`src/rtl/pipe_stage_buf.sv`:
```
// Registered inter-stage buffer: a small circular FIFO with valid/ready handshake,
// keeping the classic hold (freeze) and flush (kill to bubbles) pipeline controls.
module pipe_stage_buf #(
  parameter int WIDTH = 64,
  parameter int DEPTH = 2,
  parameter int CW    = $clog2(DEPTH + 1)
) (
  input  logic             clk,
  input  logic             reset,
  input  logic             in_valid,
  output logic             in_ready,
  input  logic [WIDTH-1:0] in_data,
  output logic             out_valid,
  input  logic             out_ready,
  output logic [WIDTH-1:0] out_data,
  input  logic             flush,
  input  logic             hold,
  output logic [CW-1:0]    count,
  output logic             flush_pending
);

  localparam int            PW   = (DEPTH > 1) ? $clog2(DEPTH) : 1;
  localparam logic [PW-1:0] LAST = PW'(DEPTH - 1);
  localparam logic [CW-1:0] FULL = CW'(DEPTH);

  logic [WIDTH-1:0] storage [DEPTH];
  logic [PW-1:0]    head;
  logic [PW-1:0]    tail;
  logic             flush_eff;
  logic             enq;
  logic             deq;

  // Explicit wrap so DEPTH does not have to be a power of two.
  function automatic logic [PW-1:0] next_ptr(input logic [PW-1:0] p);
    return (p == LAST) ? '0 : p + PW'(1);
  endfunction

  assign flush_eff = !hold && (flush || flush_pending);
  assign in_ready  = !hold && !flush_eff && (count < FULL);
  assign out_valid = (count != '0);
  assign out_data  = out_valid ? storage[head] : '0;
  assign enq       = in_valid && in_ready;
  assign deq       = out_valid && out_ready && !hold && !flush_eff;

  always_ff @(posedge clk) begin
    if (reset) begin
      count         <= '0;
      head          <= '0;
      tail          <= '0;
      flush_pending <= 1'b0;
    end else if (hold) begin
      // A stall wins over a redirect, but the redirect is remembered.
      if (flush) flush_pending <= 1'b1;
    end else if (flush_eff) begin
      count         <= '0;
      head          <= '0;
      tail          <= '0;
      flush_pending <= 1'b0;
    end else begin
      if (enq) tail <= next_ptr(tail);
      if (deq) head <= next_ptr(head);
      case ({enq, deq})
        2'b10:   count <= count + CW'(1);
        2'b01:   count <= count - CW'(1);
        default: count <= count;
      endcase
    end
  end

  always_ff @(posedge clk) begin
    if (enq) storage[tail] <= in_data;
  end

`ifndef SYNTHESIS
  count_in_range: assert property (@(posedge clk) disable iff (reset) count <= FULL);
`endif

endmodule

```
`config.mk`:
```
export PLATFORM = sky130hd
export DESIGN_NAME = pipe_stage_buf
export DESIGN_NICKNAME = d
export VERILOG_FILES = /design/src/rtl/pipe_stage_buf.sv
export SDC_FILE = /design/constraint.sdc
export NUM_CORES = 1
export LEC_CHECK = 0
export CORE_ASPECT_RATIO = 2
export CORE_MARGIN = 10
export CORE_UTILIZATION = 52
export CTS_CLUSTER_SIZE = 30
export DETAILED_ROUTE_END_ITERATION = 12
export GPL_TIMING_DRIVEN = 0
export PLACE_DENSITY = 0.85
export SYNTH_ARGS = -nofsm -noshare
export SYNTH_HDL_FRONTEND = slang
export SYNTH_SLANG_ARGS = --single-unit
```
`constraint.sdc`:
```
create_clock -name clk -period 12.5 [get_ports clk]
set_input_delay 2.5 -clock clk [delete_from_list [all_inputs] [get_ports clk]]
set_output_delay 2.5 -clock clk [all_outputs]
set_load 0.01 [all_outputs]
```
# After elaboration in Yosys (flattened, before gate mapping)
# Memories as Yosys holds them, arrays and structs flattened. A register that Yosys moved wholly into a read port is not among the register bits.
# Cells that the tools add are included.
# totals
ram_bits,128
inputBits,70
elab_cells,49
n_memories,1
out_inout_bits,69
regBits,5
# classes
reduce_logical,19
muxes,16
bitwise,1
order_cmp,1
eq_ne,3
addsub,4
# memory_table
name,words,word_bits,read_ports,rd_ports_with_merged_regs,wr,line_no,rtl
storage,2,64,1,1,1,26,logic [WIDTH-1:0] storage [DEPTH];
# ops
op,count
$mux W64,1
$mux W1,13
$reduce_and A2 Y1,4
$reduce_bool A2 Y1,4
$logic_and A1 B1 Y1,7
$pmux W2 S2,1
$reduce_bool A3 Y1,1
$add A1 B1 Y1 const B,2
$add A2 B1 Y2 const B,1
$eq A2 B1 Y1 const B,1
$eq A2 B2 Y1 const B,1
$logic_not A1 Y1,2
$lt A2 B2 Y1 const B,1
$mux W2,1
$ne A2 B2 Y1 const B,1
$sub A2 B1 Y2 const B,1
$logic_or A1 B1 Y1,1
$not A1 Y1,1

# Logic depth before layout (Yosys ltp)
# Gate-level depths: netlist of the first run.
# logic_depth
depth_word,9
ltp_mapped,4
depth_no_buf,4

# Worst setup path after synthesis of the first run
# Ideal clock, no wire load.
# synth_timing
path_type,input -> register
from,input port hold
to,memory storage[0][0] (enable)
setup_time_ns,0.565
arrival_time_ns,7.291
stages,2
n_path_buf,0
slack_ns,4.644
cell_sequence,or3_4 -> nor3_1
# synth_between
elab_chain_cells,8
# synth_rtl
element,line_no,rtl
start: declaration,17,"input logic hold,"
$logic_not A1 Y1 *,"38, 39",
$logic_and A1 B1 Y1,38,assign flush_eff = !hold && (flush || flush_pending);
$logic_not A1 Y1,39,assign in_ready = !hold && !flush_eff && (count < FULL);
$logic_and A1 B1 Y1 * (2 in series),39,
$logic_and A1 B1 Y1 *,42,assign enq = in_valid && in_ready;
$mux W1 *,71,if (enq) storage[tail] <= in_data;
$mux W1 (not written as such) *,71,
end: declaration,26,
# Mark *: on every way between the ends. The rest lies on a longest branch, timed or not.

# Final worst setup path of the first run
# layout_timing
from,input port hold
to,output port in_ready
# layout_between
elab_chain_cells,5
# layout_rtl
element,line_no,rtl
$logic_not A1 Y1 *,"38, 39",
$logic_and A1 B1 Y1,38,
$logic_not A1 Y1,39,
$logic_and A1 B1 Y1 * (2 in series),39,
end: declaration,11,"output logic in_ready,"
# Marked as above.

==> results.yml, run 1 <==
place:
  port_buffers: 138
  dp_hpwl_um: 8350
  gp_congestion: 0.724
synth:
  synth_edf_count: 128
  synthFlopType: "edfxtp_1"
  syn-cell-area_um2: 5080
  ys_seq_area_frac: 0.780
  synth_top_area_share: 0.757
  syn_inst: 306
  yosysTopAreaCell: "edfxtp_1"
  yosysUniqueCellTypes: 24
  synth-seq-cells: 134
  yosys_warnings: 0
  syn-num-nets: 376
  yosysMostFrequentCell: "edfxtp_1"
  synth_common_cells: "128 x edfxtp_1, 69 x nor2_1, 64 x mux2i_1"
  postSynth.asyncResetShare: 0
  syn_area_per_cell_um2: 16.6
  synthTopCellsByArea: "edfxtp_1 76%, mux2i_1 13%, nor2_1 5.1%, dfxtp_1 2.4%, buf_2 0.69%"
clocking:
  cts.sinks: 134
  clkLatencyLatePin_ns: 0.41
  cts.path.max_buffers: 2
  cts_tree: "yes"
  postCtsSetupBuffers: 0
  ctsHoldBuffers: 0
  h-tree-depth: 4
  clk_pin_slew_worst_paths_ns: 0.06
  root_buffer: "clkbuf_16"
  cts_buffers: 17
  cts_resized: 0
worst_setup_path:
  path_buf_inv: 2
  critPathSlowestCell: "clkdlybuf4s50_1"
  r2r_setup_slack_ns: 10.38
  cp_data_required_time_ns: 10.00
  worstPathMaxFanout: 7
  crit_path_frequent_cell: "clkdlybuf4s50_1"
  end_kind: "primary output"
  crit_chain: "clkdlybuf4s50_1 -> or3_4 -> nor2_1 -> clkdlybuf4s50_1"
  timing.critical_path.slowest_cell_delay_ns: 0.56
  crit_family: "buffers and inverters"
  crit_path_start_kind: "primary input"
  crit_type: "in2out"
  cp.arrival_ns: 4.18
sta:
  setup_viol: 0
  fin_crit_sh: 0.535
  skew_ns: 0.00913
  tightest_slew_ns: 0.895
  rsz0062_at_grt: "no"
  relSlewSlack: 0.403
  finalHoldViolCount: 0
  setup_tns_ns: 0
  max_freq_ghz: 0.150
  fin_crit_ns: 6.68
  drv_slew: 0
grt:
  antenna_found_initial: 0
  grt_max_degree: 65
  grt_util_all_layers: 0.166
  grt_pass1_wl_um: 18300
  grt_pass1_vias: 3361
  grt_overflow: 0
floorplan:
  core_area_um2: 9640
  fp.dieW_um: 89.9
  dieArea_um2: 14400
  die_h_um: 160
  start_util: 0.527
  rows: 51
  ios: 139
job:
  drv_cap: 0
finish:
  synthToLayoutAreaGrowth_pct: 43.5
  drive_above_1_share: 0.0954
  final_core_util: 0.757
  n_antenna_cell: 0
  nFillCells: 593
  layout.nets: 539
status:
  run_status: "completed"
routing:
  drcViolationCount: 0
  wire_per_inst_um: 19.0
  drt-initial-drc-count: 149
  wirelength_um: 11700
  drtPass1Iterations: 5
  ant_nets: 0
  vias_per_cell: 5.08
  vias: 3122
power_and_ir_drop:
  powerDensity_nw_per_um2: 145
  vdd_drop_max_uv: 128
  p_leak_nw: 2.36
worst_hold_path:
  min_path_type: "reg2reg"
routing by layer:
| metal | vias to the layer above | track usage | part of all wire |
|---|---|---|---|
| met1 | 1517 | 0.161 | 0.36 |
| met3 | 18 | 0.0559 | 0.055 |
| met4 | 0 | 0.0779 | 0.025 |
| met5 | - | 0 | 0 |
| li1 | 1472 | - | - |
| met2 | 115 | 0.303 | 0.56 |
where the power goes:
part | switching [mW] | internal (mW)
sequential | 0.00241 | 0.501
combinational | 0.0267 | 0.0367
clock | 0.175 | 0.312
cells in the final DEF, fill, tap and decap left out, drive strengths merged:
cell	instances
nor2	69
clkinv	10
buf	18
nor2b	1
clkdlybuf4s50	138
nor3	2
mux2	1
edfxtp	128
or3	1
a21oi	3
xnor2	1
a22oi	1
or4	1
a31oi	2
clkbuf	21
inv	2
nor3b	1
a21boi	1
dfxtp	6
nand2	3
and3	1
mux2i	64
bufinv	3
nand2b	1
a211oi	1
o21ai	2
registers in the layout, indices dropped and copies added, names as in the netlist, named ones only:
name           cells
storage          128
flush_pending      1
count              2
tail               1
head               1
path summary, 6_finish.rpt:
| kind | endpoint | cells past startpoint | start |
|---|---|---|---|
| hold / removal | head | 2 | head |
| setup reg to reg | storage[1][59] | 3 | flush_pending |
| setup / recovery | in_ready | 4 | hold |
| hold reg to reg | head | 2 | head |
stage by stage:
step                total power, mW  cells  hold slack, ns  instance area, um2  setup slack (ns)
floorplan                     0.532    306           0.452                5080              4.64
global placement              0.572    576           0.481                6630              2.06
detailed placement            0.575    582           0.511                6700              5.86
CTS                            1.06    614           0.519                7290              5.84
global route                   1.09    614           0.560                7290              5.78
finish                         1.05    614           0.538                7290              5.82
cell families (layout without fill, tap and decap cells):
family,count (synthesis),after routing,synth area share
buffers and inverters,16,192,0.0136
muxes,65,65,0.128
DFF,134,134,0.780
and+or+nand+nor,80,80,0.0641
AOI/OAI and AO/OA,10,10,0.0118
xor gates and xnor gates,1,1,0.00172
worst register-to-register path: cells and delay by family, from the launching register on:
family	cells	cell delay, ns
simple gates	3	1.32
flops	1	0.32
final cells by class:
class                      count  area (um2)  area share
sequential                   134        3960       0.544
timing repair buffer         144        1450       0.198
multi-input combinational    156        1060       0.145
clock buffer                  19         433      0.0594
tap                          132         165      0.0227
clock inverter                13         158      0.0216
buffer                        14        61.3     0.00841
inverter                       2        7.51     0.00103
(Power assumes the default switching activity.)
==> run 2: changes to the inputs <==
--- a/config.mk
+++ b/config.mk
@@ -7,11 +7,11 @@
 export LEC_CHECK = 0
 export CORE_ASPECT_RATIO = 2
 export CORE_MARGIN = 10
-export CORE_UTILIZATION = 52
+export CORE_UTILIZATION = 43
 export CTS_CLUSTER_SIZE = 30
 export DETAILED_ROUTE_END_ITERATION = 12
 export GPL_TIMING_DRIVEN = 0
-export PLACE_DENSITY = 0.85
+export PLACE_DENSITY = 0.75
 export SYNTH_ARGS = -nofsm -noshare
 export SYNTH_HDL_FRONTEND = slang
 export SYNTH_SLANG_ARGS = --single-unit
==> constraint.sdc (replaced) <==
create_clock -name clk -period 6.05 [get_ports clk]
set_input_delay 1.21 -clock clk [delete_from_list [all_inputs] [get_ports clk]]
set_output_delay 1.21 -clock clk [all_outputs]
set_load 0.01 [all_outputs]
==> results.yml, run 2 (synthesis gave the netlist of run 1 again) <==
status:
  run_status: "completed"
job:
  drv_cap: 0
sta:
  rsz0062_at_grt: "no"
  setup_viol: 0
  drv_slew: 0
  layout_setup_ws_ns: 1.94
  max_freq_ghz: 0.244
  fin_crit_ns: 4.11
  fin_crit_sh: 0.679
  relSlewSlack: 0.354
  tightest_slew_ns: 0.966
  setup_tns_ns: 0
  whs_ns: 0.519
  skew_ns: 0.0118
  finalHoldViolCount: 0
routing:
  drcViolationCount: 0
  ant_nets: 0
  wirelength_um: 11400
  drtPass1Iterations: 4
  drt-initial-drc-count: 126
  vias: 3011
  wire_per_inst_um: 18.3
  vias_per_cell: 4.83
clocking:
  ctsHoldBuffers: 0
  clk_pin_slew_worst_paths_ns: 0.05
  cts_resized: 0
  cts_tree: "yes"
  cts.path.max_buffers: 2
  cts_buffers: 17
  cts.sinks: 134
  root_buffer: "clkbuf_16"
  postCtsSetupBuffers: 0
  clkLatencyLatePin_ns: 0.40
  h-tree-depth: 4
power_and_ir_drop:
  p_leak_nw: 2.34
  vdd_drop_max_uv: 232
  powerDensity_nw_per_um2: 298
worst_setup_path:
  cp_data_required_time_ns: 4.84
  timing.critical_path.slowest_cell_delay_ns: 0.56
  cp.arrival_ns: 2.90
  crit_path_start_kind: "primary input"
  crit_chain: "clkdlybuf4s50_1 -> or3_4 -> nor2_1 -> clkdlybuf4s50_1"
  crit_type: "in2out"
  crit_path_frequent_cell: "clkdlybuf4s50_1"
  critPathSlowestCell: "clkdlybuf4s50_1"
  worstPathMaxFanout: 7
  end_kind: "primary output"
finish:
  layout.nets: 536
  nFillCells: 892
  final_common_cell: "clkdlybuf4s50_1"
  synthToLayoutAreaGrowth_pct: 44.0
  drive_above_1_share: 0.0900
  sequential_cell_area_um2: 3960
  final_cell_mix: "138 x clkdlybuf4s50_1, 128 x edfxtp_1, 69 x nor2_1"
  largestRegisters: "storage: 128 flops, count: 2 flops"
  largest_register_ff_count: 128
  n_antenna_cell: 0
  max_flop_register: "storage"
  final_core_util: 0.629
  multi_input_area_um2: 1060
grt:
  grt_pass1_wl_um: 17600
  grt_pass1_vias: 3259
  grt_util_all_layers: 0.134
  grt_overflow: 0
  grt_max_degree: 65
  antenna_found_initial: 0
place:
  port_buffers: 138
  dp_hpwl_um: 8340
  gp_congestion: 0.752
  dpl_worst_slack_ns: 1.96
floorplan:
  fp.dieW_um: 96.8
  dieArea_um2: 16800
  ios: 139
  start_util: 0.437
  core_area_um2: 11600
  die_h_um: 174
  rows: 56
worst_hold_path:
  min_path_type: "reg2reg"
## run 2: cell count changes in the layout (fill, tap and decap cells not counted), sizes merged
| cell | before | now |
|---|---|---|
| buf | 18 | 15 |
| clkbuf | 21 | 20 |
| clkinv | 10 | 6 |
| clkinvlp | 0 | 3 |
| inv | 2 | 3 |
## run 2: path summary, 6_finish.rpt
kind | from | endpoint | slack (ns) | cells after the start
setup / recovery | hold | in_ready | 1.94 | 4
hold / removal | head | register | 0.52 | 2
setup reg to reg | flush_pending | storage[0][13] | 3.76 | 4
hold reg to reg | head | register | 0.52 | 2
## run 2: per-layer routing
metal / routed length (um) / GRT usage
met4: 206 / 0.0637
met5: 0 / 0
met3: 652 / 0.0499
met2: 6730 / 0.259
met1: 3830 / 0.116
## run 2: through the flow
step,power [mW],std cells,instance area (um2)
floorplan,1.10,306,5080
global placement,1.18,589,6650
detailed placement,1.19,592,6730
CTS,2.20,623,7310
global route,2.25,623,7310
finish,2.18,623,7310
## run 2: area by class of cell
class                      instances  share of cell area
tap                              145              0.0248
buffer                            14             0.00838
clock inverter                    13              0.0216
inverter                           2             0.00103
multi-input combinational        156               0.145
sequential                       134               0.542
clock buffer                      18              0.0587
timing repair buffer             141               0.198
## run 2: power by group
group | internal, mW | switching [mW] | leakage (nW)
registers | 1.03 | 0.00466 | 1.21
logic | 0.0766 | 0.0550 | 0.853
clock network | 0.643 | 0.363 | 0.280
## run 2: worst max-delay path: cells and delay by family
family        cells  cell delay (ns)
simple gates      2             0.60
buf+inv           2             1.07
